[config.mk]
export PLATFORM = sky130hd
export DESIGN_NAME = crypto_uart_ctrl
export DESIGN_NICKNAME = d
export VERILOG_FILES = /design/src/rtl/crypto_uart_ctrl.sv
export SDC_FILE = /design/constraint.sdc
export NUM_CORES = 1
export LEC_CHECK = 0
export ABC_CLOCK_PERIOD_IN_PS = 2200
export CAP_MARGIN = 20
export CORE_ASPECT_RATIO = 0.5
export CORE_MARGIN = 3
export CORE_UTILIZATION = 45
export DETAILED_ROUTE_END_ITERATION = 7
export PLACE_DENSITY_LB_ADDON = 0.05
export SYNTH_ARGS = -nofsm -noshare
export SYNTH_HDL_FRONTEND = slang
export SYNTH_SLANG_ARGS = --single-unit
[constraint.sdc]
create_clock -name clk -period 2.2 [get_ports clk]
set_clock_uncertainty 0.15 [all_clocks]
set_input_delay 0.44 -clock clk [delete_from_list [all_inputs] [get_ports clk]]
set_output_delay 0.44 -clock clk [all_outputs]
set_load 0.01 [all_outputs]
[src/rtl/crypto_uart_ctrl.sv]
// crypto_uart_ctrl: gathers 16 UART bytes into a 128-bit block, starts the
// cipher core, then streams the 128-bit result back out MSB-first.
// Optional RX inter-byte timeout is compiled in with CRYPTO_CTRL_TIMEOUT_EN.
// Handshakes: rx_valid is a one-cycle strobe with no backpressure (bytes
// arriving outside S_RX are dropped); the tx side transfers a byte on every
// rising edge where tx_valid & tx_ready, and tx_data/tx_valid hold while
// tx_ready is low.
module crypto_uart_ctrl #(
    parameter int TIMEOUT_CYCLES = 1000000
) (
    input  logic         clk,
    input  logic         rst_n,
    input  logic [7:0]   rx_data,
    input  logic         rx_valid,
    output logic [127:0] cipher_in,
    output logic         cipher_start,
    input  logic         cipher_done,
    input  logic [127:0] cipher_out,
    output logic [7:0]   tx_data,
    output logic         tx_valid,
    input  logic         tx_ready,
    output logic         busy,
    output logic         rx_drop,
    output logic         rx_timeout,
    output logic [1:0]   o_dbg_state
);

    typedef enum logic [1:0] {
        S_RX    = 2'd0,
        S_START = 2'd1,
        S_BUSY  = 2'd2,
        S_TX    = 2'd3
    } state_t;

    state_t         r_state;
    state_t         w_state_nxt;
    logic [3:0]     r_cnt;
    logic [127:0]   r_cipher_in;
    logic [127:0]   r_obuf;
    logic           r_rx_drop;
    logic           w_rx_accept;
    logic           w_tx_xfer;
    logic           w_done_take;
    logic           w_tmo_expire;
    logic [6:0]     w_byte_lsb;

    // TIMEOUT_CYCLES below 2 cannot express a meaningful idle window.
    if (TIMEOUT_CYCLES < 2) begin : g_timeout_cycles_illegal
    end

    assign w_rx_accept = (r_state == S_RX) && rx_valid;
    assign w_tx_xfer   = (r_state == S_TX) && tx_ready;
    assign w_done_take = (r_state == S_BUSY) && cipher_done;
    // Byte k of the block (k = cnt) lands at bits [127-8k -: 8]; ~cnt == 15-cnt.
    assign w_byte_lsb  = {~r_cnt, 3'b000};

    assign cipher_in    = r_cipher_in;
    assign cipher_start = (r_state == S_START);
    assign busy         = (r_state != S_RX);
    assign tx_valid     = (r_state == S_TX);
    assign tx_data      = r_obuf[127:120];
    assign rx_drop      = r_rx_drop;
    assign o_dbg_state  = r_state;

    // State register.
    always_ff @(posedge clk or negedge rst_n) begin
        if (!rst_n) r_state <= S_RX;
        else        r_state <= w_state_nxt;
    end

    // Next-state decode.
    always_comb begin
        w_state_nxt = r_state;
        case (r_state)
            S_RX:    if (w_rx_accept && (r_cnt == 4'd15)) w_state_nxt = S_START;
            S_START: w_state_nxt = S_BUSY;
            S_BUSY:  if (cipher_done) w_state_nxt = S_TX;
            S_TX:    if (w_tx_xfer && (r_cnt == 4'd15)) w_state_nxt = S_RX;
            default: w_state_nxt = S_RX;
        endcase
    end

    // Byte counter: counts received bytes in S_RX and sent bytes in S_TX;
    // it only wraps on the 16th byte of either phase.
    always_ff @(posedge clk or negedge rst_n) begin
        if (!rst_n)            r_cnt <= 4'd0;
        else if (w_rx_accept)  r_cnt <= r_cnt + 4'd1;
        else if (w_tmo_expire) r_cnt <= 4'd0;
        else if (w_tx_xfer)    r_cnt <= r_cnt + 4'd1;
    end

    // Plaintext assembly; untouched between the 16th byte and the next block.
    always_ff @(posedge clk or negedge rst_n) begin
        if (!rst_n)            r_cipher_in <= '0;
        else if (w_rx_accept)  r_cipher_in[w_byte_lsb +: 8] <= rx_data;
        else if (w_tmo_expire) r_cipher_in <= '0;
    end

    // Ciphertext buffer, shifted left one byte per tx transfer.
    always_ff @(posedge clk or negedge rst_n) begin
        if (!rst_n)           r_obuf <= '0;
        else if (w_done_take) r_obuf <= cipher_out;
        else if (w_tx_xfer)   r_obuf <= {r_obuf[119:0], 8'h00};
    end

    // Drop flag for bytes that arrive while a block is in flight.
    always_ff @(posedge clk or negedge rst_n) begin
        if (!rst_n) r_rx_drop <= 1'b0;
        else        r_rx_drop <= rx_valid && (r_state != S_RX);
    end

`ifdef CRYPTO_CTRL_TIMEOUT_EN
    localparam int TW = (TIMEOUT_CYCLES > 2) ? $clog2(TIMEOUT_CYCLES) : 1;

    logic [TW-1:0] r_tmo;
    logic          r_rx_timeout;

    // Expiry only on an idle cycle: a byte in the same cycle takes priority.
    assign w_tmo_expire = (r_state == S_RX) && (r_cnt != 4'd0) && !rx_valid &&
                          (r_tmo == TW'(TIMEOUT_CYCLES - 1));
    assign rx_timeout   = r_rx_timeout;

    // Idle-cycle counter for a partially received block.
    always_ff @(posedge clk or negedge rst_n) begin
        if (!rst_n) begin
            r_tmo <= '0;
        end else if (rx_valid || (r_state != S_RX) || (r_cnt == 4'd0) || w_tmo_expire) begin
            r_tmo <= '0;
        end else begin
            r_tmo <= r_tmo + 1'b1;
        end
    end

    // One-cycle pulse when a partial block is discarded.
    always_ff @(posedge clk or negedge rst_n) begin
        if (!rst_n) r_rx_timeout <= 1'b0;
        else        r_rx_timeout <= w_tmo_expire;
    end
`else
    assign w_tmo_expire = 1'b0;
    assign rx_timeout   = 1'b0;
`endif

endmodule

Word-level counts from Yosys, hierarchy flattened
Cells that the tools add are included.

operators by class
  add/sub/neg operators = 2
  equality and inequality tests = 7
  shift-type cells = 2
  muxes and demuxes = 9
  bitwise operators = 1
  reductions and logical operators = 11

operator list
  operator                                                count
  2-to-1 mux 128 bit                                      2
  bitwise mux 128 bit                                     1
  variable shift 8 x 9 -> 128 bit (first input constant)  1
  variable part select 8 x 9 -> 128 bit                   1
  negator 7 -> 9 bit                                      1
  2-to-1 mux 4 bit                                        2
  one-hot mux 2 bit (4 select lines)                      1
  logical AND 1 bit                                       6
  2-to-1 mux 2 bit                                        3
  nonzero test 2 bit                                      3
  adder 4 x 1 -> 4 bit (second input constant)            1
  equality test 2 bit (second input constant)             2
  equality test 4 bit (second input constant)             1
  != test 2 x 1 -> 1 bit (second input constant)          2
  NOT 4 bit                                               1
  AND reduction 3 bit                                     1
  equality test 2 x 1 -> 1 bit (second input constant)    1
  logical NOT 2 bit                                       1
  != test 2 bit (second input constant)                   1

word-level totals
  flip-flop bits (word level) = 263
  input port bits = 141
  word-level logic and storage cells = 37

Longest topological paths before layout
  depth in word-level cells = 5
  mapped depth = 9
  gate-level depth less buffers = 6

Worst setup path after synthesis
No wires, ideal clock.

  path type = flip-flop to flip-flop
  from = reg r_cnt[0]
  to = reg r_cipher_in[55] (netlist: cipher_in[55])
  arrival time = 2072 ps
  data required time = 1925 ps
  path slack = -146 ps
  stages on the path, launching flop included = 9
  path through = dfrtp_1 > buf_4 > inv_1 > ha_1 > clkbuf_1 > and4_1 > buf_4 > nor3b_4 > mux2_2

on the way
  word-level cells in the longest chain between the ends = 4
  elaborated cells on any way between the ends = 5
  classes of those cells = add/sub (1); shift (2); mux (1); bitwise (1)

RTL lines
  item                                                                                      RTL line  source
  from (decl)                                                                               37        logic [3:0] r_cnt;
  from (signal assigned)                                                                    87        else if (w_rx_accept) r_cnt <= r_cnt + 4'd1;
  from (signal assigned)                                                                    89        else if (w_tx_xfer) r_cnt <= r_cnt + 4'd1;
  NOT 4 bit *                                                                               55        assign w_byte_lsb = {~r_cnt, 3'b000};
  via w_byte_lsb[3]                                                                         45        logic [6:0] w_byte_lsb;
  negator 7 -> 9 bit *                                                                      95        else if (w_rx_accept) r_cipher_in[w_byte_lsb +: 8] <= rx_data;
  variable part select 8 x 9 -> 128 bit or variable shift 8 x 9 -> 128 bit (tied branches)  95
  bitwise mux 128 bit *                                                                     95
  to (signal, indexed assignment)                                                           95
  to (decl)                                                                                 38        logic [127:0] r_cipher_in;

The timed path passes the listed nets; every way through them passes the cells marked *.
A chain may end at the register's enable or synchronous reset.

Worst setup path after layout
  from = reg r_cnt[0]
  to = reg r_cipher_in[69] (netlist: cipher_in[69])

on the way
  word-level cells in the longest chain between the ends = 4
  elaborated cells on any way between the ends = 5
  classes of those cells = add/sub (1); shift (2); mux (1); bitwise (1)

RTL lines
  item                                                                                      RTL line
  NOT 4 bit *                                                                               55
  negator 7 -> 9 bit *                                                                      95
  variable part select 8 x 9 -> 128 bit or variable shift 8 x 9 -> 128 bit (tied branches)  95
  bitwise mux 128 bit *                                                                     95

Mark *: on every way between the ends. The rest lies on a longest branch, timed or not.

==> results.md <==
* Largest net degree at the start of global routing at between 80 and 90
* Post-synth EDFFs at 0
* Final period utilization at 0.975
* DR DRC count at 0
* Initial antenna violation count at 1
* Avg Synthesized Cell Area at 12.4 um2
* Slowest-stage cell, CP: dfrtp_1
* Worst R2R Start: r_cnt[0]$_DFFE_PN0P_
* Leading area contributor after synthesis: dfrtp_1
* Top cell type's share of synthesized area at 0.575
* Initial Util at 0.468
* Final wirelength at between 20 and 30 mm
* Crit Path Category: flip-flop to flip-flop
* FF-to-FF End: cipher_in[69]$_DFFE_PN0P_
* Area post-placement at between 15000 and 20000 um2
* CP Launch Type: flip-flop
* Final Util at 0.654
* CTS tree: yes
* Number of core rows at 40
* Detailed Route Iter0 Violations at 446
* I/O Pins at around 280
* Hold WC Path Type: input port to async pin
* WP data required at 2.47 ns
* Core area at ~24000 um2
* Most common flop cell mapped by yosys: dfrtp_1
* Final ANT Viol Nets at 0
* Die Ht at between 100 and 150 um
* Tot GR Track Use at 0.215
* Routed len/inst at 18.6 um
* CTS clk-pin slew, worst paths at about 0.07 ns
* Leakage at 6.94 nW
* Synthesis-to-layout area growth at 39.8%
* Via count at around 7.9k
* Status: finished clean
* Post-synth ARST share at 1.00
* Cts bufs inserted at 25
* Cell area after synthesis at approximately 11000 um2
* Die width at approximately 230 um
* First-pass GRT wire length at 47.0 mm
* CTS Buffer Depth at 3
* RSZ-0062 raised after global routing: true
* Crit path arrival time at approximately 2.4 ns
* Input/output buffers at ~280
* Synthesized flop and latch total at approximately 260
* Final hold slack at between 0.2 and 0.3 ns
* Multi-input gate area at about 4600 um2
* Root Driver: clkbuf_16
* Max-Cap Viols at 0
* Worst-Margin Slew at roughly 0.66 ns
* Initial DRT Pass Iterations at 4
* Number of fillers in the final layout at between 1.5k and 2k
* Vias in the first global route at about 8.6k
* Power per cell area at 1230 nW/um2
* Slew Limit Fails at 0
* Fin area at 16000 um2
* Worst-Skew Late Latency at around 0.53 ns
* Tot Pwr at between 15 and 20 mW
* CP Cell Sequence: ha_2 -> or2_2 -> o21a_4 -> nor3_4 -> buf_12 -> mux2_2
* Max Clock Freq at about 470 MHz
* Die area at 27500 um2
* CP Capture Type: flip-flop
* Final Setup Violations at 0
* CTS sink count at approximately 260
* Synthesized Nets at roughly 1.1k
* Storage cell area at 6590 um2
* Slew HR at 0.555
* R2R Setup Slk at around 0.054 ns
* CP peak stage delay at 0.41 ns
* Register area share after synthesis at 0.575
* Post-synthesis cell count at between 900 and 1k
* Worst r2r path cells at 6
* VDD IR max at ~620 uV
* Yosys cell types at 45
* Period minus WS final at 2.15 ns
* Via-to-Cell Ratio at roughly 5.0
* Layout Nets at around 1.4k
* Worst-path fanout max at 8
* Yosys synthesis warning count at 0
* Count of final hold-check violations at 0
* Top cells by area, synth: dfrtp_1 57%, mux2_2 12%, mux2i_1 10%, o21ai_0 5.3%, nand2_1 4.1%
* Placer Congestion at 0.809
* Share of cells above drive strength 1 at 0.208
* Post-DP HPWL at roughly 21 mm
* CTS HTree Levels at 1
* Global route overflow at 0
-- kinds of logic (layout without fill, tap and decap cells) --
group	Yosys count	in the layout	share of synthesized area
xor+xnor	6	6	0.00787
flops	263	263	0.575
simple gates	189	189	0.0824
compound gates	139	139	0.0644
fa+ha+maj	8	8	0.00875
other cells	1	2	0.000328
mux	249	249	0.232
buf+inv	68	386	0.0294
-- cell usage after synthesis, types with 2 or more instances --
cell / instances
clkbuf_1: 29
mux2_1: 2
nand3_1: 4
mux2i_1: 120
buf_2: 14
mux2_2: 127
dfrtp_1: 263
nor3b_1: 2
nand2b_1: 3
xnor2_1: 3
buf_6: 3
a22o_1: 8
a21oi_1: 5
nand2_2: 4
o21ai_0: 121
nor2_1: 6
buf_1: 6
inv_1: 5
nor3_4: 3
and2_1: 25
ha_1: 8
nand3_4: 2
buf_4: 11
nand2_1: 126
o21a_1: 2
nand4_1: 2
-- cell type report --
class,instances,share of cell area
Antenna cell,1,0.000156
Clock buffer,36,0.0467
Clock inverter,9,0.00930
Inverter,5,0.00149
Multi-Input combinational cell,592,0.287
Sequential cell,263,0.411
Tap cell,336,0.0263
Timing Repair Buffer,336,0.218
-- worst max-delay path, delay by kind of cell (launching register included) --
kind,cells,cell delay [ns]
and+or+nand+nor,2,0.56
DFF,1,0.41
muxes,1,0.33
adders and majority gates,1,0.26
AOI/OAI and AO/OA,1,0.16
buffers and inverters,1,0.15
-- registers in the layout (all words and copies together) (netlist names) --
register,count
r_cnt,4
r_obuf,128
rx_drop,1
cipher_in,128
o_dbg_state,2
-- power by group --
group          internal [mW]  switching [mW]
Sequential              6.64            1.14
Clock                   2.82            1.84
Combinational           3.94            3.24
Total                   13.4            6.22
-- cells in the final DEF (no fill, tap or decap), types with 5 or more instances in the layout --
master	netlist	final
clkdlybuf4s50_1	0	278
dfrtp_1	263	260
nand2_1	126	125
mux2_2	127	123
o21ai_0	121	121
mux2i_1	120	120
buf_4	11	33
clkbuf_16	0	25
and2_1	25	23
buf_12	0	20
a22o_1	8	8
clkbuf_8	0	8
nor2_1	6	6
nand2_2	4	5
-- routing by layer --
layer / vias to the layer above / GRT usage / part of all wire
met5: - / 0 / 0
met4: 0 / 0.0440 / 0.018
met3: 36 / 0.0330 / 0.034
met2: 141 / 0.376 / 0.50
met1: 3968 / 0.284 / 0.45
li1: 3793 / - / -
-- worst max-delay path by stage --
| stage | startpoint | end | slack (ns) | cells after the start |
|---|---|---|---|---|
| finish | r_cnt[0]$_DFFE_PN0P_ | cipher_in[69]$_DFFE_PN0P_ | 0.05 | 6 |
| global route | r_cnt[0]$_DFFE_PN0P_ | cipher_in[55]$_DFFE_PN0P_ | -0.0008 | 6 |
| CTS | r_cnt[2]$_DFFE_PN0P_ | cipher_in[110]$_DFFE_PN0P_ | 0.003 | 4 |
| detailed placement | rx_valid | cipher_in[53]$_DFFE_PN0P_ | -0.1 | 6 |
| global placement | rx_valid | cipher_in[52]$_DFFE_PN0P_ | -0.07 | 6 |
| floorplan | r_cnt[0]$_DFFE_PN0P_ | cipher_in[55]$_DFFE_PN0P_ | -0.04 | 8 |
-- what timing repair did --
| action | CTS | global route |
|---|---|---|
| hold buffers | 1 | 0 |
| gates resized for setup | 5 | 6 |
| hold endpoints to repair | 53 | 0 |
| pin swaps | 0 | 1 |
| buffers inserted | 0 | 3 |
| endpoints found under the setup margin | 3 | 54 |
-- per-stage QoR --
step	setup TNS [ns]	std cells	setup slack [ns]
2_1_floorplan	-0.922	923	-0.0412
3_3_place_gp	-1.61	1528	-0.0706
3_5_place_dp	-3.00	1528	-0.0984
4_1_cts	0	1574	0.00310
5_1_grt	-0.000776	1578	-0.000776
6_report	0	1578	0.0544
(Power assumes the default switching activity.)
